**src/rtl/rf_pkg.sv**
```systemverilog
// Shared types for the register-file write arbiter: request record and r0 constant.
// Pure declarations; no timing or flow control of its own.
package rf_pkg;
  localparam int REG_AW = 5;
  localparam int DATA_W = 32;
  localparam logic [REG_AW-1:0] R0 = 5'd0;

  typedef struct packed {
    logic [REG_AW-1:0] wr;
    logic [DATA_W-1:0] wd;
  } rf_wreq_t;
endpackage

```
**src/rtl/rf_wb_fifo.sv**
```systemverilog
// Sync FIFO of rf_wreq_t; head visible the cycle after push, pop at posedge.
// Caller gates push on !full; push+pop together is accepted even when full.
module rf_wb_fifo
  import rf_pkg::*;
#(
  parameter int DEPTH = 2
) (
  input  logic                   clk,
  input  logic                   reset,
  input  logic                   i_push,
  input  logic                   i_pop,
  input  rf_wreq_t               i_dat,
  output rf_wreq_t               o_dat,
  output logic                   o_empty,
  output logic [$clog2(DEPTH):0] o_count
);
  localparam int AW = $clog2(DEPTH);

  rf_wreq_t        r_mem [DEPTH];
  logic [AW:0]     r_wptr;
  logic [AW:0]     r_rptr;
  logic            w_full;
  logic            w_push;
  logic            w_pop;

  // Extra pointer bit separates full (MSBs differ) from empty (pointers equal).
  assign w_full  = (r_wptr[AW] != r_rptr[AW]) && (r_wptr[AW-1:0] == r_rptr[AW-1:0]);
  assign o_empty = (r_wptr == r_rptr);
  assign o_count = r_wptr - r_rptr;
  assign o_dat   = r_mem[r_rptr[AW-1:0]];
  assign w_push  = i_push && (!w_full || i_pop);
  assign w_pop   = i_pop && !o_empty;

  always_ff @(posedge clk) begin
    if (reset) begin
      r_wptr <= '0;
      r_rptr <= '0;
    end else begin
      if (w_push) r_wptr <= r_wptr + 1'b1;
      if (w_pop)  r_rptr <= r_rptr + 1'b1;
    end
  end

  always_ff @(posedge clk) begin
    if (!reset && w_push) r_mem[r_wptr[AW-1:0]] <= i_dat;
  end
endmodule

```
**src/rtl/rf_write_arbiter.sv**
```systemverilog
// Shares the reg-file write port between WB and buffered mult/div results; grant is same-cycle.
// WB has priority until the FIFO head starves, then wb_stall holds WB off for one cycle.
module rf_write_arbiter
  import rf_pkg::*;
#(
  parameter int FIFO_DEPTH   = 2,
  parameter int STARVE_LIMIT = 4,
  parameter int DATA_W       = rf_pkg::DATA_W
) (
  input  logic              clk,
  input  logic              reset,
  input  logic              wb_valid,
  input  logic [4:0]        wb_wr,
  input  logic [DATA_W-1:0] wb_wd,
  output logic              wb_stall,
  input  logic              md_valid,
  output logic              md_ready,
  input  logic [4:0]        md_wr,
  input  logic [DATA_W-1:0] md_wd,
  input  logic              iss_valid,
  input  logic [4:0]        iss_wr,
  input  logic [4:0]        pr1,
  input  logic [4:0]        pr2,
  input  logic [4:0]        pw,
  output logic              busy1,
  output logic              busy2,
  output logic              busyw,
  output logic              rf_write,
  output logic [4:0]        rf_wr,
  output logic [DATA_W-1:0] rf_wd,
  output logic              proto_err
);
  localparam int CW    = $clog2(FIFO_DEPTH) + 1;
  localparam int SW    = $clog2(STARVE_LIMIT) + 1;
  localparam int NREG  = 1 << REG_AW;

  rf_wreq_t         w_head;
  rf_wreq_t         w_push_dat;
  logic             w_empty;
  logic [CW-1:0]    w_count;
  logic             w_wb_win;
  logic             w_head_grant;
  logic             w_head_lose;
  logic             w_iss_set;
  logic             w_iss_dup;
  logic [NREG-1:0]  w_pend_nxt;

  logic [NREG-1:0]  r_pending;
  logic [SW-1:0]    r_starve;
  logic             r_wb_stall;
  logic             r_proto_err;

  assign w_push_dat = '{wr: md_wr, wd: md_wd};
  assign md_ready   = !reset && (w_count != CW'(FIFO_DEPTH));

  rf_wb_fifo #(.DEPTH(FIFO_DEPTH)) u_fifo (
    .clk     (clk),
    .reset   (reset),
    .i_push  (md_valid && md_ready),
    .i_pop   (w_head_grant),
    .i_dat   (w_push_dat),
    .o_dat   (w_head),
    .o_empty (w_empty),
    .o_count (w_count)
  );

  // A WB aimed at r0 is not a real write, so it must not hold off the FIFO head.
  assign w_wb_win     = !reset && !r_wb_stall && wb_valid && (wb_wr != R0);
  assign w_head_grant = !reset && !w_empty && !w_wb_win;
  assign w_head_lose  = !w_empty && !w_head_grant;
  assign w_iss_set    = iss_valid && (iss_wr != R0);
  assign w_iss_dup    = w_iss_set && r_pending[iss_wr];

  always_comb begin
    rf_write = 1'b0;
    rf_wr    = w_head.wr;
    rf_wd    = w_head.wd;
    if (w_wb_win) begin
      rf_write = 1'b1;
      rf_wr    = wb_wr;
      rf_wd    = wb_wd;
    end else if (w_head_grant) begin
      rf_write = 1'b1;
    end
  end

  // Set is applied after clear so a same-cycle issue to the retiring reg stays pending.
  always_comb begin
    w_pend_nxt = r_pending;
    if (w_head_grant) w_pend_nxt[w_head.wr] = 1'b0;
    if (w_iss_set)    w_pend_nxt[iss_wr]    = 1'b1;
  end

  always_ff @(posedge clk) begin
    if (reset) begin
      r_pending   <= '0;
      r_starve    <= '0;
      r_wb_stall  <= 1'b0;
      r_proto_err <= 1'b0;
    end else begin
      r_pending   <= w_pend_nxt;
      r_proto_err <= r_proto_err | (wb_valid && r_wb_stall) | w_iss_dup;
      if (w_head_lose) begin
        if (r_starve == SW'(STARVE_LIMIT - 1)) r_wb_stall <= 1'b1;
        else                                   r_starve   <= r_starve + 1'b1;
      end else begin
        r_starve <= '0;
      end
      if (w_head_grant) r_wb_stall <= 1'b0;
    end
  end

  assign wb_stall  = r_wb_stall;
  assign proto_err = r_proto_err;
  assign busy1     = r_pending[pr1];
  assign busy2     = r_pending[pr2];
  assign busyw     = r_pending[pw];
endmodule
```
**config.mk**
```make
export PLATFORM = sky130hd
export DESIGN_NAME = rf_write_arbiter
export DESIGN_NICKNAME = d
export VERILOG_FILES = /design/src/rtl/rf_pkg.sv /design/src/rtl/rf_wb_fifo.sv /design/src/rtl/rf_write_arbiter.sv
export SDC_FILE = /design/constraint.sdc
export NUM_CORES = 1
export LEC_CHECK = 0
export BUFFER_PORTS_ARGS = -buffer_cell sky130_fd_sc_hd__buf_2
export CAP_MARGIN = 20
export CORE_MARGIN = 5
export CORE_UTILIZATION = 25
export CTS_CLUSTER_SIZE = 20
export DETAILED_ROUTE_END_ITERATION = 8
export MAX_ROUTING_LAYER = met4
export PLACE_DENSITY = 0.39
export SLEW_MARGIN = 25
export SYNTH_ARGS = -nofsm -noshare
export SYNTH_HDL_FRONTEND = slang
export SYNTH_HIERARCHICAL = 1
export SYNTH_SLANG_ARGS = --single-unit
```
**constraint.sdc**
```tcl
create_clock -name clk -period 6.8 [get_ports clk]
set_input_delay 1.36 -clock clk [delete_from_list [all_inputs] [get_ports clk]]
set_output_delay 1.36 -clock clk [all_outputs]
set_load 0.03 [all_outputs]
```
## Yosys cells after proc, flatten, opt, wreduce, memory -nomap -nowiden

Memory sizes are Yosys's and may differ from the RTL's. A register that Yosys moved wholly into a read port is not among the register bits.
Index checks and enable logic that the tools add are counted.

- Bits in registers: 41
- RAM bits: 74
- Input bits: 99
- Output and inout port bits: 44
- Memories: 1

Memories:

| memory | words | bits a word | read ports | clocked after memory_dff | wr ports | line | RTL |
|---|---|---|---|---|---|---|---|
| u_fifo.r_mem | 2 | 37 | 1 | 1 | 1 | rf_wb_fifo.sv:19 | `rf_wreq_t r_mem [DEPTH];` |

- $add $sub $neg: 4
- Order comparisons: 7
- Equal/unequal tests: 5
- Multiplexer cells: 22
- Bitwise gates (word level): 6
- Reductions and logical operators: 29

Operators by type and width:

| kind | count |
|---|---|
| $mux W32 | 3 |
| $and A32 B32 Y32 | 1 |
| $not A32 Y32 | 1 |
| $or A32 B32 Y32 | 1 |
| $lt A5 B6 Y1 const B | 5 |
| $bmux W1 S5 | 4 |
| $logic_and A1 B1 Y1 | 17 |
| $mux W1 | 12 |
| $demux W1 S5 | 2 |
| $ge A5 B1 Y1 const B | 2 |
| $reduce_bool A5 Y1 | 2 |
| $logic_not A1 Y1 | 6 |
| $mux W5 | 1 |
| $add A2 B1 Y2 const B | 2 |
| $reduce_or A2 Y1 | 2 |
| $add A3 B1 Y3 const B | 1 |
| $eq A3 B2 Y1 const B | 1 |
| $eq A2 B2 Y1 | 1 |
| $ne A2 B2 Y1 const B | 1 |
| $or A1 B1 Y1 | 2 |
| $reduce_and A2 Y1 | 1 |
| $sub A2 B2 Y2 | 1 |
| $eq A1 B1 Y1 | 1 |
| $logic_or A1 B1 Y1 | 1 |
| 2 further kinds | 2 |

## Depth between registers and ports, before layout

- Depth after elaboration: 11
- Mapped depth: 9

## By module

The synthesis kept the hierarchy.

Modules (own cells, without submodules):

| module | times used | cells an instance | area each (um^2) |
|---|---|---|---|
| rf_write_arbiter | 1 | 307 | 3111.7 |
| rf_wb_fifo | 1 | 154 | 2981.6 |

## Worst setup path after synthesis

Ideal clock, no wire load.

- Path type: in2reg
- From: in wb_wr[2]
- To: mem u_fifo/r_mem[0][0] (netlist name) (enable)
- Data arrival time: 5349 ps
- Slack: 974 ps
- Cell stages on the path: 7
- Buffers on the path: 1
- Cell sequence: or4_1 > o211ai_2 > buf_2 > and2_1 > nand2b_1 > nor2_1 > nor3_1

- Cells in the longest elaborated chain, start to end: 9

Ends and longest elaborated chain:

| item | line | RTL |
|---|---|---|
| from (decl) | rf_write_arbiter.sv:13 | `input logic [4:0] wb_wr,` |
| $reduce_bool A5 Y1 | rf_write_arbiter.sv:68 | `assign w_wb_win = !reset && !r_wb_stall && wb_valid && (wb_wr != R0);` |
| $logic_and A1 B1 Y1 | rf_write_arbiter.sv:68 |  |
| $logic_not A1 Y1 | rf_write_arbiter.sv:69 | `assign w_head_grant = !reset && !w_empty && !w_wb_win;` |
| $logic_and A1 B1 Y1 | rf_write_arbiter.sv:69 |  |
| via w_head_grant | rf_write_arbiter.sv:42 | `logic w_head_grant;` |
| $logic_or A1 B1 Y1 | rf_wb_fifo.sv:31 | `assign w_push = i_push && (!w_full \|\| i_pop);` |
| $logic_and A1 B1 Y1 | rf_wb_fifo.sv:31 |  |
| $logic_and A1 B1 Y1 | rf_wb_fifo.sv:45 | `if (!reset && w_push) r_mem[r_wptr[AW-1:0]] <= i_dat;` |
| $mux W1 | rf_wb_fifo.sv:45 |  |
| $mux W1 (not written as such) | rf_wb_fifo.sv:45 |  |
| to (decl) | rf_wb_fifo.sv:19 |  |

The timed path passes the listed nets, and every way through them passes these cells.

## Worst setup path in the final report

- From: in wb_wr[2]
- To: out rf_wd[14]

- Cells in the longest elaborated chain, start to end: 3

Ends and longest elaborated chain:

| item | line | RTL |
|---|---|---|
| $reduce_bool A5 Y1 | rf_write_arbiter.sv:68 |  |
| $logic_and A1 B1 Y1 | rf_write_arbiter.sv:68 |  |
| $mux W32 | rf_write_arbiter.sv:78 | `if (w_wb_win) begin` |
| to (decl) | rf_write_arbiter.sv:30 | `output logic [DATA_W-1:0] rf_wd,` |

Every way passes these cells.

==> impl_metrics.env <==
export IMPL_pre_cts_ws_ns=1.82
export IMPL_synth_ff_type="edfxtp_1"
export IMPL_rr_endpoint="u_fifo/r_mem[0][28]"
export IMPL_yosysTopAreaCellShare=0.365
export IMPL_grt_usage=0.129
export IMPL_clock_power_share=0.388
export IMPL_min_period_over_period=0.726
export IMPL_required_ns=5.44
export IMPL_cts_root_buf="clkbuf_16"
export IMPL_cts_max_level=4
export IMPL_syn_area_per_cell_um2=13.2
export IMPL_finalMaxSlewViolations=0
export IMPL_grt_ovfl_total=0
export IMPL_crit_top_cell="buf_2"
export IMPL_synth_area_leader_cell="edfxtp_1"
export IMPL_critPathBufInv=3
export IMPL_antenna_found_initial=2
export IMPL_async_flop_share=0
export IMPL_grt_max_degree=54
export IMPL_crit_chain="buf_2, or4_1, o211ai_4, buf_4, mux2_2, buf_2"
export IMPL_utilization=0.320
export IMPL_criticalPathCategory="in -> out"
export IMPL_cap_viol_max_count=0
export IMPL_cp_endpoint="rf_wd[14]"
export IMPL_critical_path_max_fanout=36
export IMPL_r2r_slack_ns=3.67
export IMPL_gp_congestion=0.826
export IMPL_max_freq_mhz=203
export IMPL_clk_path_buf_depth=2
export IMPL_vias=4390
export IMPL_synthesis_nets=563
export IMPL_totalNegativeSetupSlack_ns=0
export IMPL_hold_path_depth=2
export IMPL_cpMaxStageDelayCell="or4_1"
export IMPL_outcome="complete, no violations"
export IMPL_period_minus_slack_ns=4.94
export IMPL_r2r_start="u_fifo/r_wptr[0]"
export IMPL_die_x_um=166
export IMPL_clock_sinks=116
export IMPL_arrival_ns=3.58
export IMPL_worstMarginPinSlew_ns=0.980
export IMPL_worst_slack_ns=1.86
export IMPL_wire_per_inst_um=18.2
export IMPL_netlist_area_um2=6090
export IMPL_synth_edff_count=74
export IMPL_ys_warnings_count=6
export IMPL_ys_types=41
export IMPL_synth_area_top_cells="edfxtp_1 36%, mux2_2 14%, dfxtp_1 14%, mux4_2 14%, o21ai_0 4.8%"
export IMPL_io_pins=143
export IMPL_io_buffers=142
export IMPL_max_stage_delay_ns=0.59
export IMPL_die_area_um2=27600
export IMPL_cts_tree="built"
export IMPL_final_setup_skew_ns=0.00798
export IMPL_hold_buffers=0
export IMPL_power_frac_comb=0.249
export IMPL_setup_viol=0
export IMPL_p_total_mw=2.35
export IMPL_via_per_inst=4.68
export IMPL_path_depth=6
export IMPL_initial_core_util=0.252
export IMPL_num_rows=57
export IMPL_p_int_mw=1.62
export IMPL_critPathLaunch="wb_wr[2]"
export IMPL_seqPwrFrac=0.363
export IMPL_p_sw_mw=0.734
export IMPL_synth_cells=461
export IMPL_drc=0
export IMPL_ys_seq_elements=116
export IMPL_syn_to_final_growth_pct=27.1
export IMPL_routed_wl_um=17000
export IMPL_core_area_um2=24200
export IMPL_hold_viol_final=0
export IMPL_relSlewSlack=0.346
export IMPL_cp_end_kind="output port"
export IMPL_crit_family="buffers and inverters"
export IMPL_dpl_hpwl_um=12500
export IMPL_insertion_delay_ns=0.41
export IMPL_dp_cells=904
export IMPL_ys_seq_area_frac=0.503
export IMPL_grt_pass1_wl_um=26900
export IMPL_power_density_cell_area_nw_per_um2=304
export IMPL_switching_share=0.312
export IMPL_cts_clk_slew_worst_paths_ns=0.05
export IMPL_cts_inserted_buffers=17
export IMPL_grt_pass1_vias=4790
export IMPL_fillers=2447
export IMPL_ant_nets=0
export IMPL_fp_dieH_um=166
export IMPL_rsz0062_at_grt="false"
export IMPL_fin_nets=701
export IMPL_post_cts_setup_buffers=0
export IMPL_r2r_cells=9
export IMPL_p_leak_nw=2.80
export IMPL_drt_iter0_drc=176
export IMPL_hold_path_class="reg -> reg"
export IMPL_fin_cells=938
export IMPL_irDropWorstVdd_mv=0.175
export IMPL_post_route_cells_drive_above_1_share=0.484
export IMPL_dr_pass1_iters=5
export IMPL_crit_path_start_kind="primary input"
export IMPL_ctsResizeCount=0
[how the worst min path moves through the flow]
| stage | to | startpoint | slack, ns |
|---|---|---|---|
| after floorplan | u_fifo/r_wptr[1] | u_fifo/r_wptr[1] | 0.48 |
| after global placement | u_fifo/r_wptr[1] | u_fifo/r_wptr[1] | 0.50 |
| after detailed placement | u_fifo/r_wptr[1] | u_fifo/r_wptr[1] | 0.51 |
| after CTS | u_fifo/r_rptr[1] | u_fifo/r_wptr[1] | 0.52 |
| after global routing | r_starve[2] | r_starve[2] | 0.57 |
| final | u_fifo/r_rptr[1] | u_fifo/r_wptr[1] | 0.52 |
[cells in the mapped netlist (5+ instances only)]
master    instances
nor3_1            8
mux2_2           78
nand2_1          10
mux4_2           37
nand4b_1          5
nor2b_1          39
nor2_1           11
buf_2            16
o21ai_0          59
dfxtp_1          42
nand3_1           6
inv_1             6
edfxtp_1         74
a21oi_1           5
nand4_1           6
clkbuf_1         10
[cell usage in the layout (no fill, tap or decap), types with 2 or more instances in the layout]
cell type,n
buf_2,142
mux2_2,78
edfxtp_1,74
o21ai_0,59
dfxtp_1,41
nor2b_1,39
mux4_2,37
clkbuf_16,17
nor2_1,11
nand2_1,10
inv_1,6
nand4_1,6
nor3_1,6
nand3_1,6
a21oi_1,5
nand4b_1,5
inv_6,5
and2_1,4
or3_1,4
o21ai_1,4
nand2b_1,4
buf_4,4
nand3b_1,3
nor3b_1,3
mux2i_1,3
a31oi_1,3
ha_1,3
bufinv_16,3
diode_2,2
o311ai_0,2
clkinv_4,2
clkinvlp_4,2
xnor2_1,2
nor3_2,2
[layout make-up]
| type | count | area [µm²] | area share |
|---|---|---|---|
| clock inverter | 14 | 175 | 0.0226 |
| antenna | 2 | 5.00 | 0.000646 |
| timing repair buffer | 146 | 741 | 0.0957 |
| inverter | 6 | 22.5 | 0.00291 |
| clock buffer | 18 | 429 | 0.0554 |
| tap | 324 | 405 | 0.0524 |
| multi-input combinational | 312 | 2900 | 0.375 |
| sequential | 116 | 3060 | 0.396 |
[registers in the layout (all words and copies together), names as in the netlist, named ones only]
| signal | count |
|---|---|
| u_fifo/r_mem | 74 |
| r_pending | 32 |
| r_starve | 3 |
| u_fifo/r_rptr | 2 |
| u_fifo/r_wptr | 2 |
| proto_err | 1 |
| wb_stall | 1 |
[metrics by stage]
step | instance area, µm² | hold slack, ns
2_1_floorplan | 6090 | 0.481
3_3_place_gp | 7130 | 0.502
3_5_place_dp | 7130 | 0.511
4_1_cts | 7740 | 0.525
5_1_grt | 7740 | 0.566
6_report | 7740 | 0.520
[worst min-delay path: stages (launching register included)]
cell,delay (ns)
dfxtp_1,0.33
nand4_1,0.08
a21oi_1,0.06
[power by group through the flow]
| stage | clock network (mW) | logic, mW | registers, mW |
|---|---|---|---|
| after floorplan | 0 | 0.452 | 0.826 |
| after global placement | 0 | 0.589 | 0.869 |
| after detailed placement | 0 | 0.593 | 0.872 |
| after CTS | 0.940 | 0.595 | 0.857 |
| after global routing | 0.975 | 0.638 | 0.861 |
| final | 0.912 | 0.586 | 0.852 |
[cells by family (layout without fill, tap and decap cells)]
group,count (synthesis),count (layout),synth area share
and+or+nand+nor,109,109,0.106
buffers and inverters,33,184,0.0242
AOI/OAI and AO/OA,79,79,0.0706
DFF,116,116,0.503
other,0,2,0
adders and majority gates,3,3,0.00616
xor gates and xnor gates,3,3,0.00431
muxes,118,118,0.286
[per-layer routing]
metal | global-route usage | part of all wire | vias up
met3 | 0.0426 | 0.071 | 16
met5 | - | 0 | -
met2 | 0.192 | 0.45 | 160
met1 | 0.169 | 0.47 | 2137
li1 | - | - | 2077
met4 | 0.0319 | 0.0098 | 0
Power figures use the tool's default switching activity.
